===== config.mk =====
export PLATFORM = sky130hd
export DESIGN_NAME = efpga_mem_initiator
export DESIGN_NICKNAME = d
export VERILOG_FILES = /design/src/rtl/efpga_mem_pkg.sv /design/src/rtl/efpga_mem_rsp_fifo.sv /design/src/rtl/efpga_mem_initiator.sv
export SDC_FILE = /design/constraint.sdc
export NUM_CORES = 1
export LEC_CHECK = 0
export CELL_PAD_IN_SITES_DETAIL_PLACEMENT = 0
export CELL_PAD_IN_SITES_GLOBAL_PLACEMENT = 1
export CORE_ASPECT_RATIO = 1.25
export CORE_MARGIN = 3
export CORE_UTILIZATION = 45
export DETAILED_ROUTE_END_ITERATION = 16
export PLACE_DENSITY_LB_ADDON = 0.2
export SETUP_SLACK_MARGIN = 0.2
export SYNTH_ARGS = -nofsm -noshare
export SYNTH_HDL_FRONTEND = slang
export SYNTH_SLANG_ARGS = --single-unit

===== constraint.sdc =====
create_clock -name clk_i -period 3.8 [get_ports clk_i]
set_input_delay 0.76 -clock clk_i [delete_from_list [all_inputs] [get_ports clk_i]]
set_output_delay 0.76 -clock clk_i [all_outputs]
set_load 0.1 [all_outputs]

===== src/rtl/efpga_mem_pkg.sv =====
// Shared defaults and FSM state type for the eFPGA memory tile initiator.
package efpga_mem_pkg;
    localparam int unsigned MEM_ADDR_W = 10;
    localparam int unsigned MEM_DATA_W = 8;

    typedef enum logic [1:0] {
        ST_CLEAR,
        ST_RUN,
        ST_DRAIN
    } state_t;
endpackage


===== src/rtl/efpga_mem_rsp_fifo.sv =====
// Synchronous response FIFO; the head entry is presented combinationally and reads zero when empty.
module efpga_mem_rsp_fifo #(
    parameter int unsigned DATA_W = 8,
    parameter int unsigned DEPTH  = 4
) (
    input  logic              clk_i,
    input  logic              rst_ni,
    input  logic              push_i,
    input  logic [DATA_W-1:0] push_data_i,
    input  logic              pop_i,
    output logic [DATA_W-1:0] pop_data_o,
    output logic              full_o,
    output logic              empty_o
);
    localparam int unsigned AW = (DEPTH > 1) ? $clog2(DEPTH) : 1;
    localparam int unsigned CW = $clog2(DEPTH + 1);

    logic [DATA_W-1:0] store_q [DEPTH];
    logic [AW-1:0]     wr_ptr_q, rd_ptr_q;
    logic [CW-1:0]     count_q;
    logic              do_push, do_pop;

    assign full_o     = (count_q == CW'(DEPTH));
    assign empty_o    = (count_q == '0);
    assign do_pop     = pop_i && !empty_o;
    assign do_push    = push_i && (!full_o || do_pop);
    assign pop_data_o = empty_o ? '0 : store_q[rd_ptr_q];

    always_ff @(posedge clk_i) begin
        if (do_push) store_q[wr_ptr_q] <= push_data_i;
    end

    always_ff @(posedge clk_i or negedge rst_ni) begin
        if (!rst_ni) begin
            wr_ptr_q <= '0;
            rd_ptr_q <= '0;
            count_q  <= '0;
        end else begin
            if (do_push) wr_ptr_q <= (wr_ptr_q == AW'(DEPTH - 1)) ? '0 : wr_ptr_q + AW'(1);
            if (do_pop)  rd_ptr_q <= (rd_ptr_q == AW'(DEPTH - 1)) ? '0 : rd_ptr_q + AW'(1);
            case ({do_push, do_pop})
                2'b10:   count_q <= count_q + CW'(1);
                2'b01:   count_q <= count_q - CW'(1);
                default: count_q <= count_q;
            endcase
        end
    end
endmodule


===== src/rtl/efpga_mem_initiator.sv =====
// Fabric-side initiator for the eFPGA memory tile: request stream to tile strobes,
// in-order read responses with credit flow control, and an array clear sequence.
module efpga_mem_initiator
    import efpga_mem_pkg::*;
#(
    parameter int unsigned         ADDR_W         = MEM_ADDR_W,
    parameter int unsigned         DATA_W         = MEM_DATA_W,
    parameter int unsigned         DEPTH          = 1024,
    parameter int unsigned         RD_LAT         = 1,
    parameter int unsigned         RSP_DEPTH      = 4,
    parameter bit                  CLEAR_ON_RESET = 1'b1,
    parameter logic [DATA_W-1:0]   CLEAR_VAL      = '0
) (
    input  logic              clk_i,
    input  logic              rst_ni,
    input  logic              req_valid_i,
    output logic              req_ready_o,
    input  logic              req_we_i,
    input  logic [ADDR_W-1:0] req_addr_i,
    input  logic [DATA_W-1:0] req_wdata_i,
    output logic              rsp_valid_o,
    input  logic              rsp_ready_i,
    output logic [DATA_W-1:0] rsp_rdata_o,
    input  logic              clear_req_i,
    output logic              clear_busy_o,
    output logic [ADDR_W-1:0] mem_waddr_o,
    output logic [ADDR_W-1:0] mem_raddr_o,
    output logic [DATA_W-1:0] mem_data_in_o,
    output logic              mem_wen_o,
    output logic              mem_ren_o,
    input  logic [DATA_W-1:0] mem_data_out_i
);
    localparam int unsigned CW = $clog2(RSP_DEPTH + 1);

    state_t            state_q, state_d;
    logic [CW-1:0]     credits_q;
    logic [ADDR_W-1:0] clr_cnt_q;
    logic [RD_LAT-1:0] rd_pipe_q;
    logic              run_en_q, clear_pend_q;
    logic              req_acc, rd_acc, rsp_pop, clr_last;
    logic              fifo_push, fifo_full, fifo_empty;

    // run_en_q keeps ready low while reset is held when no clear runs on release
    assign req_ready_o  = run_en_q && (state_q == ST_RUN) && (credits_q < CW'(RSP_DEPTH));
    assign req_acc      = req_valid_i && req_ready_o;
    assign rd_acc       = req_acc && !req_we_i;
    assign rsp_valid_o  = !fifo_empty;
    assign rsp_pop      = rsp_valid_o && rsp_ready_i;
    assign clear_busy_o = (state_q == ST_CLEAR);
    assign clr_last     = (clr_cnt_q == ADDR_W'(DEPTH - 1));
    assign fifo_push    = rd_pipe_q[RD_LAT-1] && (!fifo_full || rsp_pop);

    always_comb begin
        state_d = state_q;
        case (state_q)
            ST_CLEAR: if (clr_last) state_d = ST_RUN;
            ST_RUN:   if ((clear_req_i || clear_pend_q) && !req_acc) state_d = ST_DRAIN;
            ST_DRAIN: if (credits_q == '0) state_d = ST_CLEAR;
            default:  state_d = ST_RUN;
        endcase
    end

    always_ff @(posedge clk_i or negedge rst_ni) begin
        if (!rst_ni) begin
            state_q      <= CLEAR_ON_RESET ? ST_CLEAR : ST_RUN;
            run_en_q     <= 1'b0;
            clear_pend_q <= 1'b0;
            clr_cnt_q    <= '0;
            credits_q    <= '0;
            rd_pipe_q    <= '0;
        end else begin
            state_q  <= state_d;
            run_en_q <= 1'b1;
            // A clear pulse colliding with an accepted request is held until a free cycle
            clear_pend_q <= (state_q == ST_RUN) && (clear_req_i || clear_pend_q) && req_acc;
            if (state_q == ST_CLEAR) clr_cnt_q <= clr_last ? '0 : clr_cnt_q + ADDR_W'(1);
            case ({rd_acc, rsp_pop})
                2'b10:   credits_q <= credits_q + CW'(1);
                2'b01:   credits_q <= credits_q - CW'(1);
                default: credits_q <= credits_q;
            endcase
            rd_pipe_q[0] <= mem_ren_o;
            for (int unsigned i = 1; i < RD_LAT; i++) rd_pipe_q[i] <= rd_pipe_q[i-1];
        end
    end

    always_ff @(posedge clk_i or negedge rst_ni) begin
        if (!rst_ni) begin
            mem_wen_o     <= 1'b0;
            mem_ren_o     <= 1'b0;
            mem_waddr_o   <= '0;
            mem_raddr_o   <= '0;
            mem_data_in_o <= '0;
        end else begin
            mem_wen_o <= 1'b0;
            mem_ren_o <= 1'b0;
            if (state_q == ST_CLEAR) begin
                mem_wen_o     <= 1'b1;
                mem_waddr_o   <= clr_cnt_q;
                mem_data_in_o <= CLEAR_VAL;
            end else if (req_acc && req_we_i) begin
                mem_wen_o     <= 1'b1;
                mem_waddr_o   <= req_addr_i;
                mem_data_in_o <= req_wdata_i;
            end else if (rd_acc) begin
                mem_ren_o   <= 1'b1;
                mem_raddr_o <= req_addr_i;
            end
        end
    end

    efpga_mem_rsp_fifo #(
        .DATA_W (DATA_W),
        .DEPTH  (RSP_DEPTH)
    ) u_rsp_fifo (
        .clk_i       (clk_i),
        .rst_ni      (rst_ni),
        .push_i      (fifo_push),
        .push_data_i (mem_data_out_i),
        .pop_i       (rsp_pop),
        .pop_data_o  (rsp_rdata_o),
        .full_o      (fifo_full),
        .empty_o     (fifo_empty)
    );
endmodule

# Word-level counts from Yosys, hierarchy flattened

Memories as Yosys holds them, arrays and structs flattened.
Cells that the tools add are included.

Flip-flop bits (word level): 55
Memories kept: 1
Word-level logic and storage cells: 86
RAM bits: 32

Multiplexer cells: 21
Add/subtract/negate cells: 7
Reduce and logical (&&, ||, !) cells: 27
Order comparisons: 1
Bitwise logic cells: 2
Equal/unequal tests: 13

Memories:

| memory             | words | bits a word | rd ports | clocked after memory_dff | wr ports | line                     | RTL |
|---|---|---|---|---|---|---|---|
| u_rsp_fifo.store_q | 4     | 8           | 1        | 0                        | 1        | efpga_mem_rsp_fifo.sv:18 | `logic [DATA_W-1:0] store_q [DEPTH];` |

Operators by type and width:

| kind                                                   | number |
|---|---|
| 2-to-1 mux 10 bit                                      | 3 |
| 2-to-1 mux 8 bit                                       | 3 |
| logical AND 1 bit                                      | 12 |
| one-hot mux 3 bit (2 select lines)                     | 2 |
| adder 10 x 1 -> 10 bit (second input constant)         | 1 |
| equality test 10 bit (second input constant)           | 1 |
| equality test 2 bit (second input constant)            | 5 |
| 2-to-1 mux 2 bit                                       | 5 |
| 2-to-1 mux 1 bit                                       | 7 |
| adder 3 x 1 -> 3 bit (second input constant)           | 2 |
| equality test 2 x 1 -> 1 bit (second input constant)   | 3 |
| zero test 3 bit                                        | 2 |
| one-hot mux 2 bit (3 select lines)                     | 1 |
| AND reduction 3 bit                                    | 2 |
| nonzero test 2 bit                                     | 3 |
| subtractor 3 x 1 -> 3 bit (second input constant)      | 2 |
| adder 2 x 1 -> 2 bit (second input constant)           | 2 |
| zero test 1 bit                                        | 4 |
| inequality test 2 x 1 -> 1 bit (second input constant) | 2 |
| equality test 3 bit (second input constant)            | 1 |
| logical OR 1 bit                                       | 3 |
| < comparator 3 bit (second input constant)             | 1 |
| zero test 2 bit                                        | 1 |
| inequality test 2 bit (second input constant)          | 1 |
| NOT 1 bit                                              | 2 |

# Logic depth before layout (Yosys ltp)

Depth in word-level cells: 8
Gate-level depth with buffers: 11

# By module

A second synthesis with hierarchy kept.

Cells, all modules: 280
Area, all modules: 3,837.4 um^2

By module, submodules not included:

| module              | cells each | seq. area each (um^2) | times used | area an instance (um^2) |
|---|---|---|---|---|
| efpga_mem_initiator | 190        | 1,201.2               | 1          | 2,164.6 |
| efpga_mem_rsp_fifo  | 90         | 1,136.1               | 1          | 1,672.9 |

# Worst setup path after synthesis

No wires, ideal clock.

Path kind: flip-flop to output port
Start: reg u_rsp_fifo.count_q[0]
End: out rsp_rdata_o[0]
Setup slack: 715 ps
Stages on the path, launching flop included: 4
Required time: 3,040 ps
Arrival: 2,325 ps
Path through: dfrtp_1 -> or3_1 -> clkbuf_1 -> and2_1

Word-level cells in the longest chain between the ends: 2

RTL lines:

| item                   | line                      | RTL |
|---|---|---|
| from (decl)            | efpga_mem_rsp_fifo.sv:20  | `logic [CW-1:0] count_q;` |
| from (signal assigned) | efpga_mem_rsp_fifo.sv:42  | `2'b10: count_q <= count_q + CW'(1);` |
| from (signal assigned) | efpga_mem_rsp_fifo.sv:43  | `2'b01: count_q <= count_q - CW'(1);` |
| from (signal assigned) | efpga_mem_rsp_fifo.sv:44  | `default: count_q <= count_q;` |
| zero test 3 bit        | efpga_mem_rsp_fifo.sv:24  | `assign empty_o = (count_q == '0);` |
| 2-to-1 mux 8 bit       | efpga_mem_rsp_fifo.sv:27  | `assign pop_data_o = empty_o ? '0 : store_q[rd_ptr_q];` |
| to (decl)              | efpga_mem_initiator.sv:23 | `output logic [DATA_W-1:0] rsp_rdata_o,` |

No other way between the ends.

# Final worst setup path

Start: reg u_rsp_fifo.count_q[1]
End: out rsp_valid_o

Word-level cells in the longest chain between the ends: 2

RTL lines:

| item            | line                      | RTL |
|---|---|---|
| zero test 3 bit | efpga_mem_rsp_fifo.sv:24  |  |
| zero test 1 bit | efpga_mem_initiator.sv:47 | `assign rsp_valid_o = !fifo_empty;` |
| to (decl)       | efpga_mem_initiator.sv:21 | `output logic rsp_valid_o,` |

No other way between the ends.

==> results.sh <==
export IMPL_synth_fp_nets=310
export IMPL_critPathBufInv=1
export IMPL_async_flop_share=0.632
export IMPL_dp_hpwl_mm=5.38
export IMPL_first_global_vias=2297
export IMPL_grt_setup_unrepaired="false"
export IMPL_nets=385
export IMPL_io_buffer_count=72
export IMPL_slowest_stage="clkdlybuf4s50_1"
export IMPL_fmax_mhz=326
export IMPL_timing_critical_path_fanout_max=10
export IMPL_avgSynthCellArea_sq_um=14.2
export IMPL_grt_usage=0.166
export IMPL_grt_max_degree=30
export IMPL_routed_via_count=2277
export IMPL_outcome="finished, final reports clean"
export IMPL_grt_met1_usage=0.213
export IMPL_rows=36
export IMPL_regArea_sq_um=2340
export IMPL_cpLargestDelayFamily="buffers and inverters"
export IMPL_critPathKind="flip-flop to output port"
export IMPL_synthDistinctLibCells=40
export IMPL_drc=0
export IMPL_yosys_mux_area_fraction=0.117
export IMPL_post_cts_setup_buffer_count=0
export IMPL_maxSlewHeadroom=0.319
export IMPL_drt_initial_drc_count=94
export IMPL_dr_pass1_iters=4
export IMPL_crit_cells=2
export IMPL_multi_input_area_sq_um=1300
export IMPL_num_io_pins=73
export IMPL_insertion_delay_ns=0.35
export IMPL_finalSetupTns_ns=0
export IMPL_cts_tree="done"
export IMPL_synth_fa_ha_area_frac=0.0509
export IMPL_post_drt_via_cell_ratio=5.19
export IMPL_drive_gt1_frac=0.157
export IMPL_start_util=0.472
export IMPL_crit_path_max_incr_delay_ns=1.02
export IMPL_synth_edf_count=32
export IMPL_antenna_found_initial=0
export IMPL_tightest_slew_ns=1.02
export IMPL_required_ns=3.04
export IMPL_clkSlewWorstSetupHoldPaths_ns=0.08
export IMPL_synth_simple_gate_area_frac=0.0900
export IMPL_die_h_um=108
export IMPL_skew_ns=0.00772
export IMPL_yosysTopAreaCellShare=0.368
export IMPL_timing_rr_end="clr_cnt_q[9]"
export IMPL_reg2reg_slack_ns=1.30
export IMPL_synthXorXnorAreaFrac=0.0304
export IMPL_worstPathCellList="or3_1 -> clkdlybuf4s50_1"
export IMPL_synth_ff_latch_count=87
export IMPL_post_route_period_util=0.806
export IMPL_critPathLaunchType="flip-flop"
export IMPL_maxCapViolCount=0
export IMPL_slew_viol_final=0
export IMPL_ys_warnings_count=0
export IMPL_synth_top_family_by_area="multiplexers"
export IMPL_end_kind="output port"
export IMPL_grt_pass1_wl_mm=11.7
export IMPL_cts_hold_buf=0
export IMPL_dieWidth_um=87.5
export IMPL_gp_congestion=0.757
export IMPL_cts_buffer_depth=2
export IMPL_startpoint="u_rsp_fifo.count_q[1]"
export IMPL_use_met3=0.0352
export IMPL_ys_flop_type="dfrtp_1"
export IMPL_drt_wl_total_mm=7.42
export IMPL_n_fill_cell=651
export IMPL_syn_to_final_growth_pct=27.0
export IMPL_grt_busiest_layer="met2"
export IMPL_crit_arrival_ns=2.30
export IMPL_met2_usage=0.273
export IMPL_postRouteAntennaNets=0
export IMPL_hold_viol=0
export IMPL_synth_compound_area_frac=0.0575
export IMPL_antennaDiodeCount=0
export IMPL_ys_seq_area_frac=0.625
export IMPL_finalSetupViolations=0
export IMPL_die_area_sq_um=9450
export IMPL_rr_startpoint="state_q[1]"
export IMPL_htreeDepth=3
export IMPL_hp_class="flip-flop to flip-flop"
export IMPL_cts_buffers=9
export IMPL_worstSetupEndpoint="rsp_valid_o"
export IMPL_postSynthCellCount=264
export IMPL_period_needed_ns=3.06
export IMPL_grt_ovfl_total=0
export IMPL_core_area_sq_um=7930
export IMPL_yosys_top_cells_area="dfrtp_1 37%, edfxtp_1 26%, mux4_2 4.8%"
export IMPL_netlist_area_sq_um=3740
export IMPL_worstRegToRegCells=6
export IMPL_cts_resized=0
export IMPL_wl_per_cell_um=16.9
export IMPL_synth_largest_area_cell="dfrtp_1"
export IMPL_cts_sinks=87
export IMPL_cts_root_buf="clkbuf_8"
==> cells in the final DEF, fill, tap and decap left out, types with 6 or more instances in the layout <==
master	Yosys	layout
inv_1	16	16
xnor2_1	7	7
mux2i_1	12	12
mux4_2	8	8
mux2_2	11	11
clkbuf_8	0	9
clkdlybuf4s50_1	0	61
and2_1	12	12
a22o_1	8	8
o21ai_0	15	15
dfrtp_1	55	55
nand2_1	23	23
ha_1	12	12
edfxtp_1	32	32
buf_4	2	11
xor2_1	6	6
nor2_1	10	10
==> through the flow <==
step | instance area, sq um | utilization | hold WS [ns] | std cells | setup slack (ns)
2_1_floorplan | 3740 | - | 0.450 | 264 | 0.715
3_3_place_gp | 4510 | 0.569 | 0.408 | 423 | 1.04
3_5_place_dp | 4510 | 0.569 | 0.409 | 423 | 0.999
4_1_cts | 4750 | 0.599 | 0.430 | 439 | 0.688
5_1_grt | 4750 | 0.599 | 0.441 | 439 | 0.641
6_report | 4750 | 0.599 | 0.408 | 439 | 0.737
==> how the worst min path moves through the flow <==
stage,slack [ns],to,from,cells past startpoint
floorplan,0.45,clear_pend_q,clear_pend_q,2
detailed placement,0.41,rd_pipe_q,mem_ren_o,0
global route,0.44,rd_pipe_q,mem_ren_o,0
finish,0.41,rd_pipe_q,mem_ren_o,0
global placement,0.41,rd_pipe_q,mem_ren_o,0
CTS,0.43,mem_wen_o,rst_ni,1
==> routing by layer <==
metal  part of all wire  wire length [um]
met5                  0                 0
met2               0.51              3800
met1               0.43              3210
met3              0.037               275
met4              0.018               135
==> layout make-up <==
class | instances | area share
inverters | 16 | 0.0126
clock inverters | 6 | 0.0229
multi-input cells | 152 | 0.273
repair buffers | 73 | 0.147
flip-flops and latches | 87 | 0.492
clock buffers | 10 | 0.0269
well taps | 95 | 0.0250
==> registers in the layout, indices dropped and copies added (netlist names) <==
register and count:
credits_q 3, clear_pend_q 1, rd_pipe_q 1, mem_wen_o 1, u_rsp_fifo.store_q 32, run_en_q 1
u_rsp_fifo.rd_ptr_q 2, mem_data_in_o 8, clr_cnt_q 10, u_rsp_fifo.wr_ptr_q 2, state_q 2, mem_waddr_o 10
u_rsp_fifo.count_q 3, mem_ren_o 1, mem_raddr_o 10
==> cells by family after synthesis <==
group,after synthesis
AND/OR/NAND/NOR,62
flip-flops,87
other,1
adder cells (fa/ha/maj),14
multiplexers,32
buffers and inverters,25
AO/OA/AOI/OAI,30
XOR/XNOR,13
==> Yosys cell counts (all sizes together) (5+ instances only) <==
master and number:
mux4 8, dfrtp 55, nand2 24, mux2i 12, a22o 8, xnor2 7, ha 12, nor2 11
o21ai 15, clkbuf 5, edfxtp 32, inv 16, and2 12, xor2 6, mux2 12
Power is not shown: default switching activity piles up to over one toggle a cycle in this logic, so the estimate is an artifact.
